**config.mk**
```make
export PLATFORM = sky130hd
export DESIGN_NAME = conv_result_collector
export DESIGN_NICKNAME = d
export VERILOG_FILES = /design/src/rtl/conv_result_collector.sv
export SDC_FILE = /design/constraint.sdc
export NUM_CORES = 1
export LEC_CHECK = 0
export CAP_MARGIN = 20
export CORE_AREA = 2 2 225 227
export DETAILED_ROUTE_END_ITERATION = 6
export DIE_AREA = 0 0 227 229
export DONT_BUFFER_PORTS = 1
export GPL_TIMING_DRIVEN = 0
export SETUP_SLACK_MARGIN = 0.2
export SLEW_MARGIN = 20
export SYNTH_ARGS = -nofsm -noshare
export SYNTH_HDL_FRONTEND = slang
export SYNTH_SLANG_ARGS = --single-unit
```
**constraint.sdc**
```tcl
create_clock -name clk_i -period 5.8 [get_ports clk_i]
set_input_delay 0.87 -clock clk_i [delete_from_list [all_inputs] [get_ports clk_i]]
set_output_delay 0.87 -clock clk_i [all_outputs]
set_load 0.05 [all_outputs]
```
**src/rtl/conv_result_collector.sv**
```systemverilog
// Result collector behind the pipelined adder tree: tags beats through the tree latency,
// accumulates channel sums, scales and saturates each pixel, and queues results with credit return.
module conv_result_collector #(
   parameter int W        = 64,
   parameter int TREE_LAT = 6,
   parameter int OUT_W    = 32,
   parameter int DEPTH    = 4
) (
   input  logic                clk_i,
   input  logic                rst_ni,
   input  logic                clear_i,
   input  logic                launch_valid_i,
   input  logic                launch_last_i,
   output logic                launch_ready_o,
   input  logic signed [W-1:0] sum_i,
   input  logic [5:0]          shift_i,
   output logic                out_valid_o,
   input  logic                out_ready_i,
   output logic [OUT_W-1:0]    out_data_o,
   output logic                drop_o
);

   localparam int PTR_W   = (DEPTH > 1) ? $clog2(DEPTH) : 1;
   localparam int CNT_W   = $clog2(DEPTH + 1);
   localparam int OUTST_W = $clog2(DEPTH + TREE_LAT + 1);

   localparam logic signed [W-1:0] SAT_MAX = {{(W-OUT_W+1){1'b0}}, {(OUT_W-1){1'b1}}};
   localparam logic signed [W-1:0] SAT_MIN = {{(W-OUT_W+1){1'b1}}, {(OUT_W-1){1'b0}}};

   typedef struct packed {
      logic valid;
      logic last;
   } tag_t;

   tag_t                tag_q [TREE_LAT];
   logic signed [W-1:0] acc_q;
   logic [OUT_W-1:0]    mem_q [DEPTH];
   logic [PTR_W-1:0]    wr_ptr_q;
   logic [PTR_W-1:0]    rd_ptr_q;
   logic [CNT_W-1:0]    count_q;

   tag_t                aligned;
   logic                accept;
   logic                push;
   logic                pop;
   logic signed [W-1:0] total;
   logic signed [W-1:0] shifted;
   logic [OUT_W-1:0]    sat_value;
   logic [OUTST_W-1:0]  outstanding;

   // Every pixel already launched but not yet popped holds one credit, so a push
   // can never meet a full FIFO without a simultaneous pop.
   // NOTE: combinational blocks use blocking '=' and assign every output before any
   // conditional use, so no latch is inferred; clocked state uses '<=' only.
   always_comb begin
      outstanding = OUTST_W'(count_q);
      for (int i = 0; i < TREE_LAT; i++) begin
         outstanding = outstanding + OUTST_W'(tag_q[i].valid & tag_q[i].last);
      end
   end

   assign launch_ready_o = (outstanding < OUTST_W'(DEPTH));
   assign accept         = launch_valid_i && launch_ready_o;
   assign aligned        = tag_q[TREE_LAT-1];
   assign push           = aligned.valid && aligned.last;
   assign pop            = out_valid_o && out_ready_i;

   always_comb begin
      total   = acc_q + sum_i;
      shifted = total >>> shift_i;
      if (shifted > SAT_MAX) begin
         sat_value = SAT_MAX[OUT_W-1:0];
      end else if (shifted < SAT_MIN) begin
         sat_value = SAT_MIN[OUT_W-1:0];
      end else begin
         sat_value = shifted[OUT_W-1:0];
      end
   end

   // Tag delay line mirrors the untagged tree pipeline; sums with an invalid tag are ignored.
   always_ff @(posedge clk_i or negedge rst_ni) begin
      if (!rst_ni) begin
         for (int i = 0; i < TREE_LAT; i++) begin
            tag_q[i] <= '0;
         end
         acc_q  <= '0;
         drop_o <= 1'b0;
      end else if (clear_i) begin
         for (int i = 0; i < TREE_LAT; i++) begin
            tag_q[i] <= '0;
         end
         acc_q  <= '0;
         drop_o <= 1'b0;
      end else begin
         tag_q[0] <= tag_t'{valid: accept, last: launch_last_i};
         for (int i = 1; i < TREE_LAT; i++) begin
            tag_q[i] <= tag_q[i-1];
         end
         if (aligned.valid) begin
            acc_q <= aligned.last ? '0 : total;
         end
         if (launch_valid_i && !launch_ready_o) begin
            drop_o <= 1'b1;
         end
      end
   end

   always_ff @(posedge clk_i or negedge rst_ni) begin
      if (!rst_ni) begin
         wr_ptr_q <= '0;
         rd_ptr_q <= '0;
         count_q  <= '0;
      end else if (clear_i) begin
         wr_ptr_q <= '0;
         rd_ptr_q <= '0;
         count_q  <= '0;
      end else begin
         if (push) begin
            wr_ptr_q <= wr_ptr_q + PTR_W'(1);
         end
         if (pop) begin
            rd_ptr_q <= rd_ptr_q + PTR_W'(1);
         end
         case ({push, pop})
            2'b10:   count_q <= count_q + CNT_W'(1);
            2'b01:   count_q <= count_q - CNT_W'(1);
            default: count_q <= count_q;
         endcase
      end
   end

   // NOTE: the storage array is deliberately not reset; an entry is only observable
   // after it has been written, and out_data_o is forced to zero while empty.
   always_ff @(posedge clk_i) begin
      if (push && !clear_i) begin
         mem_q[wr_ptr_q] <= sat_value;
      end
   end

   assign out_valid_o = (count_q != '0);
   assign out_data_o  = out_valid_o ? mem_q[rd_ptr_q] : '0;

endmodule

```
==> metrics.cfg, run 1 <==
[synthesis]
synth_seq_cells = 212
synth_common_cells = 226 x nand2_1, 211 x nor2_1, 155 x a21oi_1
synth_top_area_frac = 0.1967
syn-num-nets = 2369
synth-xor-area-share = 0.02509
yosysMostFrequentCell = nand2_1
yosys_warnings = 0
synthAdderAreaFrac = 0.04955
muxShareOfSynthArea = 0.1054
syn_inst = 2218
synth.distinct_cells = 103
ys_top_cells_by_area = edfxtp_1 20%, dfrtp_1 11%, mux4_2 4.8%
syn_area_per_cell_um2 = 8.812
synth_compound_area_frac = 0.2682
synth_edf_count = 128
synth_top_family_by_area = compound AO/OA/AOI/OAI gates
synth-simple-area-share = 0.2043
synthArstFlopShare = 0.3962
ys.flop_type = edfxtp_1
netlist_area_mm2 = 0.01954
ys_seq_area_frac = 0.3042
yosysTopAreaCell = edfxtp_1

[power]
switching_share = 0.3876
internal_power_w = 0.003129
power_frac_comb = 0.356
power.density_mw_per_mm2 = 209.2
peakVddDrop_v = 0.0002176
power.net_switching_w = 0.001980
p_leak_nw = 8.996
p_seq_frac = 0.323
clockPowerShare = 0.321

[layout]
fill_cells = 4794
multi_input_area_mm2 = 0.01479
synthToLayoutAreaGrowth_pct = 24.97
nNetsFinal = 2513
layout.area.seq_mm2 = 0.005947
postLayoutCellArea_mm2 = 0.02442
drive_gt1_frac = 0.2609

[worst_setup_path]
cpPeakStageDelay_ns = 0.58
slowest_stage = or4_4
crit_chain = clkbuf_1 > inv_1 > clkbuf_2 > clkbuf_2 > nor2_1 > a221oi_1 > o21ai_0 > a211oi_1 > a32oi_1 > a32oi_1 > nand3_2 > o22ai_4 > nand4b_1 > or4_4 > o21ai_4 > clkbuf_16 > buf_12 > a311oi_4
end_kind = register
critPathMaxFanout = 10
crit_type = primary input to register
start_kind = primary input
cp.required_ns = 6.06
arrival_ns = 5.89

[placement]
gp_congestion = 1.010
place_area_mm2 = 0.02049
dp_hpwl_um = 70460
port-buffer-count = 0

[die]
ioPinCount = 111
die_area_mm2 = 0.05198
die_w_um = 227
start_util = 0.3936
rows = 82
coreArea_mm2 = 0.04966
die_h_um = 229

[timing]
slew_headroom = 0.1663
fin_hold_ws_ns = 0.1288
rsz0062_at_grt = false
finClkSkew_ns = 0.02133
tightest_slew_ns = 1.251
finalSetupViolCount = 0
hold_viol = 0
fin_tns_setup_ns = 0
timing.fmax_ghz = 0.1777
fin_crit_sh = 0.9703
drv_slew = 0
fin_crit_ns = 5.628

[global_route]
grt_max_degree = 85
grt_antenna_before_repair = 2
grt_pass1_wl_um = 130600
grt_pass1_vias = 19710
overflow = 0
globalRouteTotalUtil = 0.3371

[run]
maxCapViolCount = 0

[clock_tree]
clk_pin_slew_ns = 0.08
cts.path.max_buffers = 3
cts_root_buf = clkbuf_16
cts_tree = done
clk_latency_ns = 0.60
clkSinkCount = 212
cts_buffers = 25
h-tree-depth = 1

[drt]
drc = 0
drt_first_pass_iters = 6
viasPerCell = 6.678
wl_um = 90130
drt-initial-drc-count = 2155
wl_per_cell_um = 29.52
ant_nets = 0
num_vias = 20390

[run_status]
status = completed

[worst_hold_path]
hp-class = primary input to asynchronous set/reset pin

[state kept, by name, summed over array words and instances (netlist names)]
| name | flops |
|---|---|
| wr_ptr_q | 2 |
| aligned | 2 |
| tag_q | 10 |
| drop_o | 1 |
| rd_ptr_q | 2 |
| count_q | 3 |
| mem_q | 128 |
| acc_q | 64 |
[layout by cell type (no fill, tap or decap), types with 40 or more instances in the layout]
master / netlist / layout
nor2_1: 211 / 186
mux2i_1: 82 / 75
ha_1: 71 / 67
a22o_1: 52 / 52
buf_4: 11 / 113
edfxtp_1: 128 / 128
mux4_2: 42 / 42
a21oi_2: 8 / 40
nor3_1: 56 / 44
clkbuf_1: 87 / 81
a21oi_1: 155 / 115
nand2_1: 226 / 219
dfrtp_1: 84 / 83
nand4_1: 51 / 51
and2_1: 58 / 53
o21ai_0: 110 / 84
[power groups by stage]
stage          logic [W]  clock network, W  registers, W
2_1_floorplan    0.00114                 0       0.00168
3_3_place_gp     0.00154                 0       0.00168
3_5_place_dp     0.00154                 0       0.00168
4_1_cts          0.00168           0.00167       0.00165
5_1_grt          0.00191           0.00173       0.00165
6_report         0.00182           0.00164       0.00165
[metal layers]
metal  track usage  part of all wire  vias up
li1              -                 -     8918
met5             0                 0        -
met2        0.5478              0.46     1120
met4        0.1822             0.070        0
met3       0.04670             0.078      310
met1        0.4325              0.40    10040
[what timing repair did]
item	in CTS	in global routing
gates resized for setup	232	198
pin swaps	33	62
cloned	0	3
setup buffers	39	69
setup endpoints to repair	124	124
hold endpoints to repair	84	0
hold buffers	1	0
[layout make-up]
| class | count | area share |
|---|---|---|
| Antenna cell | 1 | 0.0001025 |
| Buffer | 160 | 0.03381 |
| Clock buffer | 29 | 0.02623 |
| Clock inverter | 16 | 0.007530 |
| Inverter | 34 | 0.005379 |
| Multi-Input combinational cell | 1812 | 0.6054 |
| Sequential cell | 212 | 0.2435 |
| Tap cell | 672 | 0.03442 |
| Timing Repair Buffer | 117 | 0.04365 |
[critical path, delay by kind of cell]
kind	cells	cell delay (ns)
compound gates	8	2.35
buf+inv	6	1.63
simple gates	4	1.01
[logic make-up (layout without fill, tap and decap cells)]
group | after synthesis | count (layout)
buffers and inverters | 194 | 356
other | 0 | 1
AND/OR/NAND/NOR | 809 | 809
AO/OA/AOI/OAI | 722 | 722
XOR/XNOR | 56 | 56
adder cells (fa/ha/maj) | 75 | 75
flip-flops | 212 | 212
multiplexers | 150 | 150
[worst paths after layout]
check	endpoint	startpoint	slack, ns	cells past startpoint
min in group clk_i	drop_o	launch_valid_i	0.44	2
setup / recovery	mem_q[1][28]	shift_i[1]	0.17	18
setup reg to reg	mem_q[1][28]	acc_q[53]	0.20	19
max in group asynchronous	rd_ptr_q[0]	rst_ni	5.15	1
hold reg to reg	tag_q[3]	tag_q[5]	0.48	1
hold / removal	acc_q[36]	rst_ni	0.13	1
[metrics by stage]
step | power (W) | setup slack, ns | utilization | std cells
floorplan | 0.002817 | 0.2598 | - | 2218
global placement | 0.003217 | -1.920 | 0.4105 | 2890
detailed placement | 0.003224 | -2.027 | 0.4127 | 2895
CTS | 0.005002 | 0.2054 | 0.4606 | 2980
global route | 0.005300 | 0.1530 | 0.4918 | 3052
finish | 0.005109 | 0.1720 | 0.4919 | 3053
(Power assumes the default switching activity.)
==> inputs of run 2 (changes only) <==
--- a/config.mk
+++ b/config.mk
@@ -6,11 +6,13 @@
 export NUM_CORES = 1
 export LEC_CHECK = 0
 export CAP_MARGIN = 20
-export CORE_AREA = 2 2 225 227
+export CORE_AREA = 2 2 186 188
 export DETAILED_ROUTE_END_ITERATION = 6
-export DIE_AREA = 0 0 227 229
+export DIE_AREA = 0 0 188 190
 export DONT_BUFFER_PORTS = 1
 export GPL_TIMING_DRIVEN = 0
+export PLACE_DENSITY = 0.74
+export REMOVE_ABC_BUFFERS = 1
 export SETUP_SLACK_MARGIN = 0.2
 export SLEW_MARGIN = 20
 export SYNTH_ARGS = -nofsm -noshare
==> metrics.cfg, run 2 (synthesized netlist as in run 1, its figures left out) <==
[placement]
dp_hpwl_um = 55480  ; -21%
place_inst = 2523  ; -13%
gp_congestion = 0.9916  ; -1.8%
port-buffer-count = 0  ; unchanged
place_area_mm2 = 0.01965  ; -4.1%

[drt]
num_vias = 19620  ; -3.8%
ant_nets = 0  ; unchanged
drc = 0  ; unchanged
viasPerCell = 7.496  ; +12%
wl_um = 76660  ; -15%
drt_first_pass_iters = 6  ; unchanged
drt-initial-drc-count = 2631  ; +22%
wl_per_cell_um = 29.29  ; -0.78%

[global_route]
overflow = 0  ; unchanged
grt_max_degree = 89  ; +4.7%
grt_antenna_before_repair = 0  ; -2
grt_pass1_vias = 18290  ; -7.2%
globalRouteTotalUtil = 0.4141  ; +0.07702
grt_pass1_wl_um = 113000  ; -14%

[die]
start_util = 0.5757  ; +0.1821
coreArea_mm2 = 0.03395  ; -32%
ioPinCount = 111  ; unchanged
die_w_um = 188  ; -17%
die_area_mm2 = 0.03572  ; -31%
rows = 68  ; -17%
die_h_um = 190  ; -17%

[worst_setup_path]
slowest_stage = o32ai_2
start_kind = register
end_kind = register
cp.required_ns = 6.13  ; +0.07 ns
crit_type = register to register
arrival_ns = 5.99  ; +0.10 ns
crit_chain = ha_1 > nand4_1 > buf_4 > nor3_1 > a22oi_2 > a31oi_4 > o2111ai_1 > and2_1 > o21ai_1 > nor3_2 > o32ai_2 > o22ai_4 > nor4b_1 > nand3_1 > o31a_4 > clkbuf_16 > a221oi_4
critPathMaxFanout = 14  ; +4
cpPeakStageDelay_ns = 0.53  ; -0.05 ns

[worst_hold_path]
hp-class = primary input to asynchronous set/reset pin

[timing]
fin_crit_sh = 0.9753  ; +0.004995
rsz0062_at_grt = false
drv_slew = 0  ; unchanged
fin_crit_ns = 5.657  ; +0.02897 ns
slew_headroom = 0.3346  ; +0.1683
finClkSkew_ns = 0.03177  ; +0.01044 ns
hold_viol = 0  ; unchanged
fin_tns_setup_ns = 0  ; unchanged
finalSetupViolCount = 0  ; unchanged
tightest_slew_ns = 0.9944  ; -0.2562 ns
timing.fmax_ghz = 0.1768  ; -0.51%
fin_hold_ws_ns = 0.01085  ; -0.1180 ns

[layout]
layout.area.seq_mm2 = 0.005951  ; about the same
postLayoutCellArea_mm2 = 0.02254  ; -7.7%
reg_top3 = mem_q (128), acc_q (64), tag_q (10)
final_common_cell = nand2_1
largest_reg_flops = 128  ; unchanged
fill_cells = 2749  ; -43%
synthToLayoutAreaGrowth_pct = 15.34
drive_gt1_frac = 0.2142  ; -0.04677
top_register = mem_q
antenna_cells = 0  ; -1
mostFrequentLayoutCells = 221 x nand2_1, 198 x nor2_1, 128 x edfxtp_1
nNetsFinal = 2298  ; -8.6%
stdcell_count = 2617  ; -14%
multi_input_area_mm2 = 0.01449  ; -2.0%

[run]
maxCapViolCount = 0  ; unchanged

[clock_tree]
clkSinkCount = 212  ; unchanged
cts.path.max_buffers = 3  ; unchanged
cts_tree = done
h-tree-depth = 1  ; unchanged
clk_latency_ns = 0.56  ; -0.04 ns
cts_hold_buf = 0  ; -1
clk_pin_slew_ns = 0.07  ; about the same
cts_root_buf = clkbuf_16
cts_buffers = 23  ; -8.0%

[power]
power.density_mw_per_mm2 = 211.1  ; +0.93%
power.total_w = 0.004759  ; -6.8%
peakVddDrop_v = 0.0002827  ; +30%
p_leak_nw = 8.100  ; -10%

[run_status]
status = completed

[run 2: worst max-delay path: cells and delay by family (launching register included)]
| kind | cells | cell delay [ns] |
|---|---|---|
| AOI/OAI and AO/OA | 8 | 2.63 |
| DFF | 1 | 0.39 |
| and+or+nand+nor | 6 | 1.50 |
| buffers and inverters | 2 | 0.42 |
| adders and majority gates | 1 | 0.50 |
[run 2: per-stage QoR]
stage	setup slack (ns)	utilization
after floorplan	-0.1625	-
after global placement	-2.307	0.5713
after detailed placement	-2.037	0.5787
after CTS	0.1798	0.6349
after global routing	0.1556	0.6641
final	0.1430	0.6641
[run 2: path summary, 6_finish.rpt]
path                           start           end  slack [ns]  cells after the start
setup / recovery           acc_q[17]  mem_q[2][21]        0.14                     17
min in group clk_i           clear_i   rd_ptr_q[0]        0.37                      1
setup reg to reg           acc_q[17]  mem_q[2][21]        0.14                     17
hold reg to reg             tag_q[4]      tag_q[2]        0.49                      1
hold / removal                rst_ni     acc_q[36]        0.01                      0
max in group asynchronous     rst_ni   rd_ptr_q[0]        5.60                      0
[run 2: report_power, final]
part	internal, W	leakage (nW)	switching [W]
Sequential	0.00164	2.32	0.0000555
Clock	0.000835	0.360	0.000683
Combinational	0.000499	5.42	0.00105
[run 2: layout make-up]
cell class                      instances  share of cell area
Clock buffer                           26             0.02647
Clock inverter                         14            0.006272
Inverter                               34            0.006327
Multi-Input combinational cell       1813              0.6426
Sequential cell                       212              0.2640
Tap cell                              455             0.02525
Timing Repair Buffer                   63             0.02908
[run 2: per-layer routing]
layer | wire length (um) | share of wire | global-route usage
met1 | 29040 | 0.38 | 0.5400
met2 | 34100 | 0.44 | 0.6485
met3 | 7951 | 0.10 | 0.06881
met4 | 5560 | 0.073 | 0.2517
met5 | 0 | 0 | 0
[run 2: what timing repair did]
| item | CTS | global route |
|---|---|---|
| setup buffers | 23 | 29 |
| hold endpoints to repair | 0 | 0 |
| endpoints found under the setup margin | 124 | 124 |
| pin swaps | 15 | 32 |
| gates resized for setup | 181 | 137 |
| cloned | 1 | 1 |
